[src/rtl/pyr_pkg.sv]
// Shared definitions for the 2x2 averaging pyramid frame sequencer.
package pyr_pkg;

  typedef enum logic [2:0] {
    ST_IDLE,
    ST_RUN,
    ST_FLUSH,
    ST_DONE,
    ST_DRAIN
  } pyr_state_e;

  localparam int unsigned PYR_ROW     = 480;
  localparam int unsigned PYR_COL     = 752;
  localparam int unsigned PYR_IN_W    = 19;
  localparam int unsigned PYR_OUT_W   = 17;
  localparam int unsigned PYR_STALL_W = 20;

endpackage

[src/rtl/pyr_frame_cnt.sv]
// Loadable down-counter with zero flag; times both the FLUSH and DRAIN phases.
module pyr_frame_cnt
  import pyr_pkg::*;
#(
  parameter int unsigned W = PYR_IN_W
) (
  input  logic         clk,
  input  logic         rst,
  input  logic         load,
  input  logic [W-1:0] load_val,
  input  logic         dec,
  output logic         zero
);

  logic [W-1:0] cnt;

  // load has priority over decrement; decrement stops at zero
  always_ff @(posedge clk or negedge rst) begin
    if (!rst) begin
      cnt <= '0;
    end else if (load) begin
      cnt <= load_val;
    end else if (dec && (cnt != '0)) begin
      cnt <= cnt - 1'b1;
    end
  end

  assign zero = (cnt == '0);

endmodule

[src/rtl/pyr_frame_ctrl.sv]
// Frame sequencer for the 2x2 averaging pyramid stage: gates the stage enable
// from the upstream stream, flushes the last line pair, counts outputs and
// realigns the stage after an abort.
// Optional stall timeout enabled by defining PYR_TIMEOUT_EN.
module pyr_frame_ctrl
  import pyr_pkg::*;
#(
  parameter int unsigned ROW       = PYR_ROW,
  parameter int unsigned COL       = PYR_COL,
  parameter int unsigned FLUSH_CYC = COL,
  parameter int unsigned EXP_OUT   = (ROW / 2) * (COL / 2)
`ifdef PYR_TIMEOUT_EN
  , parameter int unsigned TIMEOUT = 1048576
`endif
) (
  input  logic                 clk,
  input  logic                 rst,
  input  logic                 start,
  input  logic                 abort,
  input  logic                 pix_valid,
  output logic                 pix_ready,
  output logic                 dp_en,
  input  logic                 dp_out_valid,
  output logic                 busy,
  output logic                 frame_done,
  output logic                 err_count,
  output logic                 err_timeout,
  output logic [PYR_OUT_W-1:0] out_cnt
);

  localparam logic [PYR_IN_W-1:0]  FRAME_PIX = PYR_IN_W'(ROW * COL);
  localparam logic [PYR_IN_W-1:0]  FLUSH_LEN = PYR_IN_W'(FLUSH_CYC);
  localparam logic [PYR_OUT_W-1:0] EXP_CNT   = PYR_OUT_W'(EXP_OUT);
  localparam logic [PYR_OUT_W-1:0] OUT_MAX   = '1;

  pyr_state_e           state, state_nxt;
  logic [PYR_IN_W-1:0]  in_cnt;
  logic [PYR_OUT_W-1:0] out_cnt_nxt;
  logic [PYR_IN_W-1:0]  cnt_load_val;
  logic                 cnt_load, cnt_dec, cnt_zero;
  logic                 xfer, start_ok, out_en, timeout_hit;

  // abort drops ready in its own cycle, so the pixel offered then is refused
  assign xfer     = (state == ST_RUN) && pix_valid && !abort;
  assign start_ok = (state == ST_IDLE) && start && !abort;
  assign out_en   = dp_out_valid &&
                    ((state == ST_RUN) || (state == ST_FLUSH) || (state == ST_DONE));
  assign out_cnt_nxt = (out_en && (out_cnt != OUT_MAX)) ? out_cnt + 1'b1 : out_cnt;
  assign busy       = (state != ST_IDLE);
  assign frame_done = (state == ST_DONE);

  pyr_frame_cnt #(.W(PYR_IN_W)) u_cnt (
    .clk      (clk),
    .rst      (rst),
    .load     (cnt_load),
    .load_val (cnt_load_val),
    .dec      (cnt_dec),
    .zero     (cnt_zero)
  );

  // state register
  always_ff @(posedge clk or negedge rst) begin
    if (!rst) state <= ST_IDLE;
    else      state <= state_nxt;
  end

  // next state, stream handshake, stage enable and phase counter control
  always_comb begin
    state_nxt    = state;
    pix_ready    = 1'b0;
    dp_en        = 1'b0;
    cnt_load     = 1'b0;
    cnt_load_val = '0;
    cnt_dec      = 1'b0;
    case (state)
      ST_IDLE: begin
        if (start_ok) state_nxt = ST_RUN;
      end
      ST_RUN: begin
        pix_ready = !abort;
        dp_en     = xfer;
        // counter holds cycles-remaining minus one so zero marks the last cycle
        if (abort || timeout_hit) begin
          state_nxt    = ST_DRAIN;
          cnt_load     = 1'b1;
          cnt_load_val = FRAME_PIX - in_cnt + FLUSH_LEN - 1'b1;
        end else if (xfer && (in_cnt == FRAME_PIX - 1'b1)) begin
          state_nxt    = ST_FLUSH;
          cnt_load     = 1'b1;
          cnt_load_val = FLUSH_LEN - 1'b1;
        end
      end
      ST_FLUSH: begin
        dp_en   = 1'b1;
        cnt_dec = 1'b1;
        // an abort mid-flush keeps the remaining flush count so the stage
        // still lands on (0,0); an abort on the final flush cycle skips DONE
        if (cnt_zero)   state_nxt = abort ? ST_IDLE : ST_DONE;
        else if (abort) state_nxt = ST_DRAIN;
      end
      ST_DONE: begin
        state_nxt = ST_IDLE;
      end
      ST_DRAIN: begin
        dp_en   = 1'b1;
        cnt_dec = 1'b1;
        if (cnt_zero) state_nxt = ST_IDLE;
      end
      default: state_nxt = ST_IDLE;
    endcase
  end

  // input/output pixel counters and the output-count error flag
  always_ff @(posedge clk or negedge rst) begin
    if (!rst) begin
      in_cnt    <= '0;
      out_cnt   <= '0;
      err_count <= 1'b0;
    end else if (start_ok) begin
      in_cnt    <= '0;
      out_cnt   <= '0;
      err_count <= 1'b0;
    end else begin
      if (xfer) in_cnt <= in_cnt + 1'b1;
      out_cnt <= out_cnt_nxt;
      // include a pulse landing in the DONE cycle itself
      if ((state == ST_DONE) && (out_cnt_nxt != EXP_CNT)) err_count <= 1'b1;
    end
  end

`ifdef PYR_TIMEOUT_EN
  localparam logic [PYR_STALL_W-1:0] STALL_LAST = PYR_STALL_W'(TIMEOUT - 1);

  logic [PYR_STALL_W-1:0] stall_cnt;

  // fires on the TIMEOUT-th consecutive RUN cycle without a transfer
  assign timeout_hit = (state == ST_RUN) && !abort && !xfer && (stall_cnt == STALL_LAST);

  // stall counter and sticky timeout flag
  always_ff @(posedge clk or negedge rst) begin
    if (!rst) begin
      stall_cnt   <= '0;
      err_timeout <= 1'b0;
    end else begin
      if (start_ok)         err_timeout <= 1'b0;
      else if (timeout_hit) err_timeout <= 1'b1;
      if ((state != ST_RUN) || xfer || timeout_hit) stall_cnt <= '0;
      else                                          stall_cnt <= stall_cnt + 1'b1;
    end
  end
`else
  assign timeout_hit = 1'b0;
  assign err_timeout = 1'b0;
`endif

endmodule

[config.mk]
export PLATFORM = sky130hd
export DESIGN_NAME = pyr_frame_ctrl
export DESIGN_NICKNAME = d
export VERILOG_FILES = /design/src/rtl/pyr_pkg.sv /design/src/rtl/pyr_frame_cnt.sv /design/src/rtl/pyr_frame_ctrl.sv
export SDC_FILE = /design/constraint.sdc
export NUM_CORES = 1
export LEC_CHECK = 0
export BUFFER_PORTS_ARGS = -buffer_cell sky130_fd_sc_hd__buf_2
export CAP_MARGIN = 0
export CORE_MARGIN = 8
export CORE_UTILIZATION = 50
export DETAILED_ROUTE_END_ITERATION = 10
export PLACE_DENSITY_LB_ADDON = 0.1
export SLEW_MARGIN = 20
export SYNTH_ARGS = -nofsm -noshare
export SYNTH_HDL_FRONTEND = slang
export SYNTH_SLANG_ARGS = --single-unit
[constraint.sdc]
create_clock -name clk -period 4.3 [get_ports clk]
set_input_delay 0.86 -clock clk [delete_from_list [all_inputs] [get_ports clk]]
set_output_delay 0.86 -clock clk [all_outputs]
set_load 0.02 [all_outputs]
Yosys cells after proc, flatten, opt, wreduce, memory -nomap -nowiden
Cells that the tools add are included.

Register bits: 59. Bits of input ports: 6. Output and inout port bits: 23. Word-level logic and storage cells: 68.

Reductions and logical operators: 21. Mux-type cells: 25. $add $sub $neg: 6. Equality and inequality tests: 11.

Operator list (number): $mux W19 (6); $sub A19 B1 Y19 const B (2); $mux W17 (2); $ne A17 B17 Y1 const B (2); $add A19 B1 Y19 const B (1); $add A19 B10 Y19 const B (1); $eq A19 B19 Y1 const B (1); $logic_not A19 Y1 (1); $reduce_bool A19 Y1 (1); $sub A19 B19 Y19 const A (1); $mux W3 (6); $add A17 B1 Y17 const B (1); $pmux W3 S4 (1); $mux W10 (1); $logic_and A1 B1 Y1 (9); $mux W1 (7); $eq A3 B2 Y1 const B (2); $reduce_bool A2 Y1 (3); $ne A2 B2 Y1 const B (2); $reduce_and A4 Y1 (1); $eq A3 B1 Y1 const B (1); $eq A3 B3 Y1 const B (1); $logic_not A3 Y1 (1); $ne A3 B2 Y1 const B (1); 7 further kinds (8).

Logic depth before layout (Yosys ltp)
Gate-level depths: netlist of the first run.

Depth in word-level cells: 10. Mapped depth: 11.

Hierarchy
A second synthesis of the first run with hierarchy kept.

Cell total of the unflattened synthesis: 448. Area total of the unflattened synthesis: 3953.8 um^2.

By module, submodules not included: pyr_frame_ctrl (times used 1, cells each 302, area each 2715.1 um^2, sequential area each 1001.0 um^2); pyr_frame_cnt (times used 1, cells each 146, area each 1238.7 um^2, sequential area each 475.5 um^2).

Worst setup path after synthesis of the first run
OpenSTA, ideal clock, no wires.

Kind: register to register. Start point: register out_cnt[3]. End point: register err_count. Path slack: 1257 ps. Arrival time: 2905 ps. Path buffers: 0. Stages on the path, launching flop included: 12. Period minus slack after synthesis: 3043 ps. Cells stage by stage: dfrtp_1 > nand3_1 > nor3_1 > and4_1 > and4_1 > ha_1 > o21bai_1 > nor2_1 > nor4_1 > o221ai_1 > o41ai_1 > o21ai_0.

Longest elaborated chain between the ends: 6. Elaborated cells between the ends (all ways): 7. Those cells by class: 1 x add/sub; 2 x eq/ne; 1 x mux; 3 x reduce/logical.

RTL lines: from (decl) (RTL line pyr_frame_ctrl.sv:28) `output logic [PYR_OUT_W-1:0] out_cnt`; from (signal assigned) (RTL line pyr_frame_ctrl.sv:125) `out_cnt <= out_cnt_nxt;`; parallel branches: the longest is 2 deep, another holds $add A17 B1 Y17; $mux W17 * (RTL line pyr_frame_ctrl.sv:48) `assign out_cnt_nxt = (out_en && (out_cnt != OUT_MAX)) ? out_cnt + 1'b1 : out_cnt;`; $ne A17 B17 Y1 * (RTL line pyr_frame_ctrl.sv:127) `if ((state == ST_DONE) && (out_cnt_nxt != EXP_CNT)) err_count <= 1'b1;`; $logic_and A1 B1 Y1 * (RTL line pyr_frame_ctrl.sv:127); $reduce_bool A2 Y1 (no source line) *; to (signal assigned) (RTL line pyr_frame_ctrl.sv:118) `err_count <= 1'b0;`; to (signal assigned) (RTL line pyr_frame_ctrl.sv:122) `err_count <= 1'b0;`; to (signal assigned) (RTL line pyr_frame_ctrl.sv:127); to (decl) (RTL line pyr_frame_ctrl.sv:26) `output logic err_count,`.

Every way passes the cells marked *. A chain may end at the register's enable or synchronous reset.

Worst setup path in the final report of the first run
Same ends and word-level chain as after synthesis.

==> results of run 1 <==
worst min-delay path, stage by stage, from the launching register on:
cell and delay, ns:
dfrtp_1 0.34, nand3_1 0.07, o21ai_0 0.07
stage by stage:
step | setup slack, ns | utilization [%] | area (µm²) | instances | hold slack, ns
after floorplan | 1.26 | - | 3760 | 430 | 0.461
after global placement | 1.07 | 54.1 | 3930 | 536 | 0.488
after detailed placement | 0.909 | 54.1 | 3930 | 536 | 0.499
after CTS | 0.850 | 57.3 | 4150 | 552 | 0.512
after global routing | 0.479 | 57.3 | 4150 | 552 | 0.560
final | 0.747 | 57.3 | 4150 | 552 | 0.516
cells in the mapped netlist (8+ instances only):
library cell	instances
nor2_1	60
dfrtp_1	59
nand2_1	33
xnor2_1	33
xor2_1	23
a21oi_1	20
nand3_1	20
nor3_1	14
clkbuf_1	13
o21ai_0	11
and3_1	10
inv_1	10
nor4_1	10
nand4_1	8
registers in the layout, indices dropped and copies added, names as in the netlist:
signal,cells
err_count,1
in_cnt,19
out_cnt,17
state,3
u_cnt.cnt,19
logic make-up after synthesis:
| kind of cell | count (synthesis) | share of synthesized area, % |
|---|---|---|
| simple gates | 198 | 27.4 |
| compound gates | 76 | 13.8 |
| flops | 59 | 39.2 |
| xor+xnor | 56 | 13.0 |
| buf+inv | 33 | 4.12 |
| fa+ha+maj | 6 | 2.00 |
| other cells | 1 | 0.0997 |
| mux | 1 | 0.266 |
layout make-up:
cell class,instances,area share [%]
clock buffer,12,3.73
clock inverter,4,1.75
inverter,10,0.904
multi-input combinational,338,51.3
sequential,59,35.5
tap,99,2.98
timing repair buffer,30,3.80
power by group:
group	switching (mW)	internal, mW	total (mW)
Combinational	0.246	0.156	0.402
Clock	0.221	0.357	0.578
Sequential	0.102	0.627	0.729
Total	0.569	1.14	1.71
worst paths after layout:
| path | to | slack (ns) | depth (start not counted) |
|---|---|---|---|
| min reg2reg | u_cnt.cnt[18] | 0.52 | 2 |
| max in group asynchronous | out_cnt[2] | 2.82 | 2 |
| min | u_cnt.cnt[18] | 0.52 | 2 |
| max | err_count | 0.75 | 11 |
| max reg2reg | err_count | 0.75 | 11 |
| min in group asynchronous | u_cnt.cnt[11] | 0.61 | 1 |
per-layer routing:
layer | global-route usage (%) | up-vias | wire length, µm
li1 | - | 1559 | -
met4 | 9.79 | 0 | 213
met2 | 29.4 | 53 | 4250
met3 | 2.97 | 19 | 272
met1 | 23.3 | 1530 | 4210
met5 | 0 | - | 0
==> impl_metrics.prom, run 1 <==
# TYPE chip_impl_metric gauge
chip_impl_metric{name="numCtsBuffers",unit=""} 9
chip_impl_info{name="cp-startpoint",value="out_cnt[3]"} 1
chip_impl_metric{name="total_power_after_layout",unit="mW"} 1.71
chip_impl_metric{name="start_util",unit="%"} 51.9
chip_impl_metric{name="global_route_wire_length_before_repair",unit="µm"} 15400
chip_impl_metric{name="die_x_extent",unit="µm"} 103
chip_impl_metric{name="drt_first_iter_violations",unit=""} 145
chip_impl_metric{name="synth-seq-area-share",unit="%"} 39.2
chip_impl_metric{name="synth.ff_latch_count",unit=""} 59
chip_impl_metric{name="async_reset_ff_share",unit="%"} 100
chip_impl_metric{name="yosys_warnings",unit=""} 0
chip_impl_metric{name="n_antenna_cell",unit=""} 0
chip_impl_info{name="critPathLaunchType",value="register"} 1
chip_impl_metric{name="cap_viol_max_count",unit=""} 0
chip_impl_metric{name="timing_worst_slew_pin_value",unit="ns"} 0.958
chip_impl_metric{name="worst_clock_skew",unit="ns"} 0.00991
chip_impl_metric{name="fin_tns_setup",unit="ns"} 0
chip_impl_metric{name="routed_wire_length",unit="µm"} 8950
chip_impl_info{name="most-common-layout-cells",value="60 x nor2_1, 59 x dfrtp_1, 33 x nand2_1, 33 x xnor2_1, 27 x buf_2"} 1
chip_impl_metric{name="core",unit="µm²"} 7250
chip_impl_info{name="tritoncts",value="built"} 1
chip_impl_metric{name="worst_path_largest_cell_delay",unit="ns"} 0.59
chip_impl_metric{name="finish.net_count",unit=""} 460
chip_impl_metric{name="clk_latency",unit="ns"} 0.34
chip_impl_metric{name="grt_antenna_before_repair",unit=""} 0
chip_impl_metric{name="cts_post_setup_buffers_inserted",unit=""} 0
chip_impl_info{name="timing.critical_path.mode_cell",value="and4_1"} 1
chip_impl_metric{name="layout-drive-gt1-share",unit="%"} 12.6
chip_impl_info{name="crit_chain",value="nand3_1 > nor3_1 > and4_1 > and4_1 > ha_1 > o21bai_1 > nor2_1 > nor4_1 > o221ai_1 > o41ai_1 > o21ai_0"} 1
chip_impl_info{name="status",value="finished clean"} 1
chip_impl_info{name="worst_path_dominant_cell_family",value="simple AND/OR/NAND/NOR gates"} 1
chip_impl_metric{name="die_area",unit="µm²"} 10600
chip_impl_metric{name="drt.antenna.violating_nets",unit=""} 0
chip_impl_metric{name="fmax",unit="MHz"} 281
chip_impl_metric{name="drt_first_pass_iters",unit=""} 4
chip_impl_metric{name="global_route.usage.total",unit="%"} 18.4
chip_impl_metric{name="sinks_on_the_clock_net",unit=""} 59
chip_impl_metric{name="fillers",unit=""} 682
chip_impl_metric{name="ios",unit=""} 29
chip_impl_metric{name="syn_area",unit="µm²"} 3760
chip_impl_metric{name="grt_start_max_net_pins",unit=""} 38
chip_impl_metric{name="netlist_instances",unit=""} 430
chip_impl_metric{name="worstPathArrival",unit="ns"} 3.76
chip_impl_metric{name="routed-via-count",unit=""} 3161
chip_impl_info{name="root_buffer",value="clkbuf_8"} 1
chip_impl_info{name="timing.setup.critical_path_class",value="reg2reg"} 1
chip_impl_metric{name="post_drt_via_cell_ratio",unit=""} 5.73
chip_impl_metric{name="ctsResizeCount",unit=""} 0
chip_impl_info{name="synth_top_area_cell",value="dfrtp_1"} 1
chip_impl_metric{name="cellPowerDensity",unit="nW/µm²"} 411
chip_impl_metric{name="vias_in_the_first_global_route",unit=""} 3208
chip_impl_metric{name="placementRows",unit=""} 31
chip_impl_metric{name="clk_path_buf_depth",unit=""} 2
chip_impl_metric{name="synth.net_count",unit=""} 442
chip_impl_metric{name="worstPathBufferInverterCount",unit=""} 0
chip_impl_metric{name="timing.max_slew.rel_slack",unit="%"} 35.7
chip_impl_info{name="synthTopCellsByArea",value="dfrtp_1 39%, xnor2_1 7.7%, nor2_1 6.0%"} 1
chip_impl_metric{name="globalplace.congestion",unit=""} 0.892
chip_impl_metric{name="number_of_port_buffers",unit=""} 27
chip_impl_metric{name="area_delta_synth_final",unit="%"} 10.4
chip_impl_metric{name="synthDominantCellAreaShare",unit="%"} 39.2
chip_impl_metric{name="die_h",unit="µm"} 103
chip_impl_metric{name="timing.final.crit_share",unit="%"} 82.6
chip_impl_metric{name="req_time_crit_path",unit="ns"} 4.51
chip_impl_metric{name="final.min_clock_period",unit="ns"} 3.55
chip_impl_info{name="rr_startpoint",value="out_cnt[3]"} 1
chip_impl_info{name="dominantRegCellSynth",value="dfrtp_1"} 1
chip_impl_metric{name="multi_input_gate_area_in_the_final_layout",unit="µm²"} 2130
chip_impl_metric{name="synth.avg_cell_area",unit="µm²"} 8.75
chip_impl_metric{name="layout.area.seq",unit="µm²"} 1480
chip_impl_info{name="hold_path_startpoint",value="u_cnt.cnt[18]"} 1
chip_impl_metric{name="report.final.slew_viol_count",unit=""} 0
chip_impl_metric{name="drc",unit=""} 0
chip_impl_metric{name="final-setup-viol-count",unit=""} 0
chip_impl_metric{name="cts_max_level",unit=""} 3
chip_impl_info{name="timing.hold.worst.class",value="reg2reg"} 1
chip_impl_metric{name="hold_buffers",unit=""} 0
chip_impl_info{name="grt_setup_unrepaired",value="no"} 1
chip_impl_info{name="timing.critical_path.slowest_stage_cell",value="nor3_1"} 1
chip_impl_metric{name="worst_setup_hold_path_clk_slew",unit="ns"} 0.07
chip_impl_info{name="timing.critical_path.to_type",value="register"} 1
chip_impl_metric{name="max-vdd-ir-drop",unit="mV"} 0.195
chip_impl_metric{name="dp_hpwl",unit="µm"} 6310
chip_impl_info{name="final_common_cell",value="nor2_1"} 1
chip_impl_metric{name="timing.critical_path.fanout_max",unit=""} 8
chip_impl_metric{name="wire_per_inst",unit="µm"} 16.2
chip_impl_metric{name="synth_edf_count",unit=""} 0
chip_impl_metric{name="cellLeakagePower",unit="nW"} 1.80
chip_impl_metric{name="final-hold-violation-count",unit=""} 0
chip_impl_metric{name="synth.lib_cells_used.distinct",unit=""} 67
chip_impl_metric{name="gr-total-overflow",unit=""} 0
Power figures use the tool's default switching activity.
==> run 2: changes to the inputs <==
- clock period: 4.3 -> 3 ns (I/O delays scaled with it)
==> impl_metrics.prom, run 2 (synthesized netlist as in run 1, its figures left out) <==
# TYPE chip_impl_metric gauge
chip_impl_metric{name="dp_hpwl",unit="µm"} 6660
chip_impl_metric{name="cap_viol_max_count",unit=""} 0
chip_impl_metric{name="drt_first_iter_violations",unit=""} 132
chip_impl_metric{name="timing_worst_slew_pin_value",unit="ns"} 0.699
chip_impl_metric{name="worst_r2r_path_depth",unit=""} 12
chip_impl_metric{name="dr_wl_met3",unit="µm"} 417
chip_impl_metric{name="hold_buffers",unit=""} 0
chip_impl_metric{name="gr-total-overflow",unit=""} 0
chip_impl_metric{name="req_time_crit_path",unit="ns"} 3.21
chip_impl_metric{name="report.final.slew_viol_count",unit=""} 0
chip_impl_metric{name="placementRows",unit=""} 31
chip_impl_metric{name="detail_route.wirelength.met1",unit="µm"} 4220
chip_impl_metric{name="total_power_after_layout",unit="mW"} 2.46
chip_impl_metric{name="max-vdd-ir-drop",unit="mV"} 0.285
chip_impl_metric{name="design_area",unit="µm²"} 4380
chip_impl_info{name="most-common-layout-cells",value="59 x nor2_1, 59 x dfrtp_1, 33 x nand2_1, 33 x xnor2_1, 29 x buf_4"} 1
chip_impl_metric{name="globalplace.congestion",unit=""} 0.856
chip_impl_metric{name="finish.net_count",unit=""} 487
chip_impl_metric{name="routed-via-count",unit=""} 3287
chip_impl_metric{name="routed_wire_length",unit="µm"} 9390
chip_impl_metric{name="die_h",unit="µm"} 103
chip_impl_metric{name="worstPathArrival",unit="ns"} 3.06
chip_impl_metric{name="whs",unit="ns"} 0.301
chip_impl_metric{name="timing.final.crit_share",unit="%"} 95.0
chip_impl_metric{name="timing.max_slew.rel_slack",unit="%"} 53.4
chip_impl_metric{name="layout-drive-gt1-share",unit="%"} 18.8
chip_impl_metric{name="number_of_port_buffers",unit=""} 27
chip_impl_metric{name="drt_first_pass_iters",unit=""} 4
chip_impl_metric{name="placed_cell_area",unit="µm²"} 4150
chip_impl_info{name="root_buffer",value="clkbuf_8"} 1
chip_impl_metric{name="n_antenna_cell",unit=""} 0
chip_impl_metric{name="multi_input_gate_area_in_the_final_layout",unit="µm²"} 2170
chip_impl_metric{name="fillers",unit=""} 663
chip_impl_metric{name="layout.area.seq",unit="µm²"} 1480
chip_impl_metric{name="dp_worst_setup_slack",unit="ns"} 0.0911
chip_impl_metric{name="final-hold-violation-count",unit=""} 0
chip_impl_metric{name="ios",unit=""} 29
chip_impl_info{name="timing.hold.worst.class",value="in2async"} 1
chip_impl_metric{name="clk_path_buf_depth",unit=""} 2
chip_impl_info{name="timing.setup.critical_path_class",value="reg2reg"} 1
chip_impl_metric{name="grt_antenna_before_repair",unit=""} 0
chip_impl_metric{name="global_route_wire_length_before_repair",unit="µm"} 16100
chip_impl_metric{name="fmax",unit="MHz"} 351
chip_impl_metric{name="post-route-worst-setup-slack",unit="ns"} 0.151
chip_impl_metric{name="cellPowerDensity",unit="nW/µm²"} 561
chip_impl_info{name="crit_chain",value="ha_1 > and3_1 > and4_1 > and4_1 > ha_1 > o21bai_1 > buf_4 > nor3_4 > xor2_1 > a31oi_1 > o41ai_2 > o21ai_1"} 1
chip_impl_info{name="critPathLaunchType",value="register"} 1
chip_impl_metric{name="cts_max_level",unit=""} 3
chip_impl_metric{name="final-setup-viol-count",unit=""} 0
chip_impl_metric{name="clk_latency",unit="ns"} 0.34
chip_impl_info{name="status",value="finished clean"} 1
chip_impl_metric{name="grt_start_max_net_pins",unit=""} 31
chip_impl_metric{name="worst_path_largest_cell_delay",unit="ns"} 0.38
chip_impl_info{name="timing.critical_path.to_type",value="register"} 1
chip_impl_metric{name="area_delta_synth_final",unit="%"} 16.5
chip_impl_metric{name="fin_tns_setup",unit="ns"} 0
chip_impl_metric{name="worst_setup_hold_path_clk_slew",unit="ns"} 0.07
chip_impl_metric{name="global_route.usage.total",unit="%"} 19.2
chip_impl_metric{name="drc",unit=""} 0
chip_impl_info{name="timing.critical_path.slowest_stage_cell",value="dfrtp_1"} 1
chip_impl_metric{name="numCtsBuffers",unit=""} 9
chip_impl_metric{name="start_util",unit="%"} 51.9
chip_impl_metric{name="timing.critical_path.fanout_max",unit=""} 6
chip_impl_info{name="top_layer",value="met4"} 1
chip_impl_metric{name="route.met2.wl",unit="µm"} 4520
chip_impl_metric{name="cellLeakagePower",unit="nW"} 1.95
chip_impl_metric{name="post_drt_via_cell_ratio",unit=""} 5.68
chip_impl_info{name="tritoncts",value="built"} 1
chip_impl_metric{name="core",unit="µm²"} 7250
chip_impl_metric{name="wire_per_inst",unit="µm"} 16.2
chip_impl_metric{name="die_area",unit="µm²"} 10600
chip_impl_metric{name="worst_clock_skew",unit="ns"} 0.0101
chip_impl_metric{name="sinks_on_the_clock_net",unit=""} 59
chip_impl_metric{name="vias_in_the_first_global_route",unit=""} 3385
chip_impl_info{name="largest_registers",value="in_cnt x19, u_cnt.cnt x19, out_cnt x17"} 1
chip_impl_metric{name="die_x_extent",unit="µm"} 103
chip_impl_metric{name="drt.antenna.violating_nets",unit=""} 0
chip_impl_metric{name="final.min_clock_period",unit="ns"} 2.85
-- run 2: final cells by class --
cell class / instances / share of cell area, %
Sequential cell: 59 / 33.7
Clock inverter: 4 / 1.11
Tap cell: 99 / 2.83
Clock buffer: 12 / 3.54
Inverter: 10 / 0.856
Multi-Input combinational cell: 338 / 49.5
Timing Repair Buffer: 57 / 8.51
-- run 2: what timing repair did --
| item | 4_1_cts | 5_1_grt |
|---|---|---|
| endpoints found under the setup margin | 0 | 1 |
| resized for setup | 0 | 7 |
| buffers inserted | 0 | 0 |
-- run 2: worst paths after layout --
kind                          startpoint             to  slack [ns]
max                           out_cnt[0]      err_count        0.15
min reg2reg                u_cnt.cnt[18]  u_cnt.cnt[18]        0.51
max reg2reg                   out_cnt[0]      err_count        0.15
min                                  rst   u_cnt.cnt[9]        0.30
max in group asynchronous            rst     out_cnt[5]        1.97
min in group clk           u_cnt.cnt[18]  u_cnt.cnt[18]        0.51
-- run 2: report_power, final --
part           internal (mW)  total [mW]  switching, mW  leakage, nW
Combinational          0.277       0.687          0.410         1.06
Clock                  0.428       0.764          0.336        0.106
Sequential             0.899        1.01          0.109        0.782
Total                   1.60        2.46          0.855         1.95
-- run 2: per-stage QoR --
stage	util [%]	cells
floorplan	-	430
global placement	57.2	563
global route	60.4	579
CTS	60.0	579
finish	60.4	579
detailed placement	57.2	563
-- run 2: critical path: cells and delay by family (launching register included) --
kind | cells | cell delay (ns)
flops | 1 | 0.38
xor+xnor | 1 | 0.18
buf+inv | 1 | 0.19
fa+ha+maj | 2 | 0.40
simple gates | 4 | 0.76
compound gates | 4 | 0.81
-- run 2: layer usage --
| metal | vias to the layer above | track usage [%] |
|---|---|---|
| li1 | 1609 | - |
| met1 | 1581 | 24.6 |
| met2 | 76 | 31.0 |
| met3 | 21 | 3.17 |
| met5 | - | 0 |
| met4 | 0 | 8.79 |
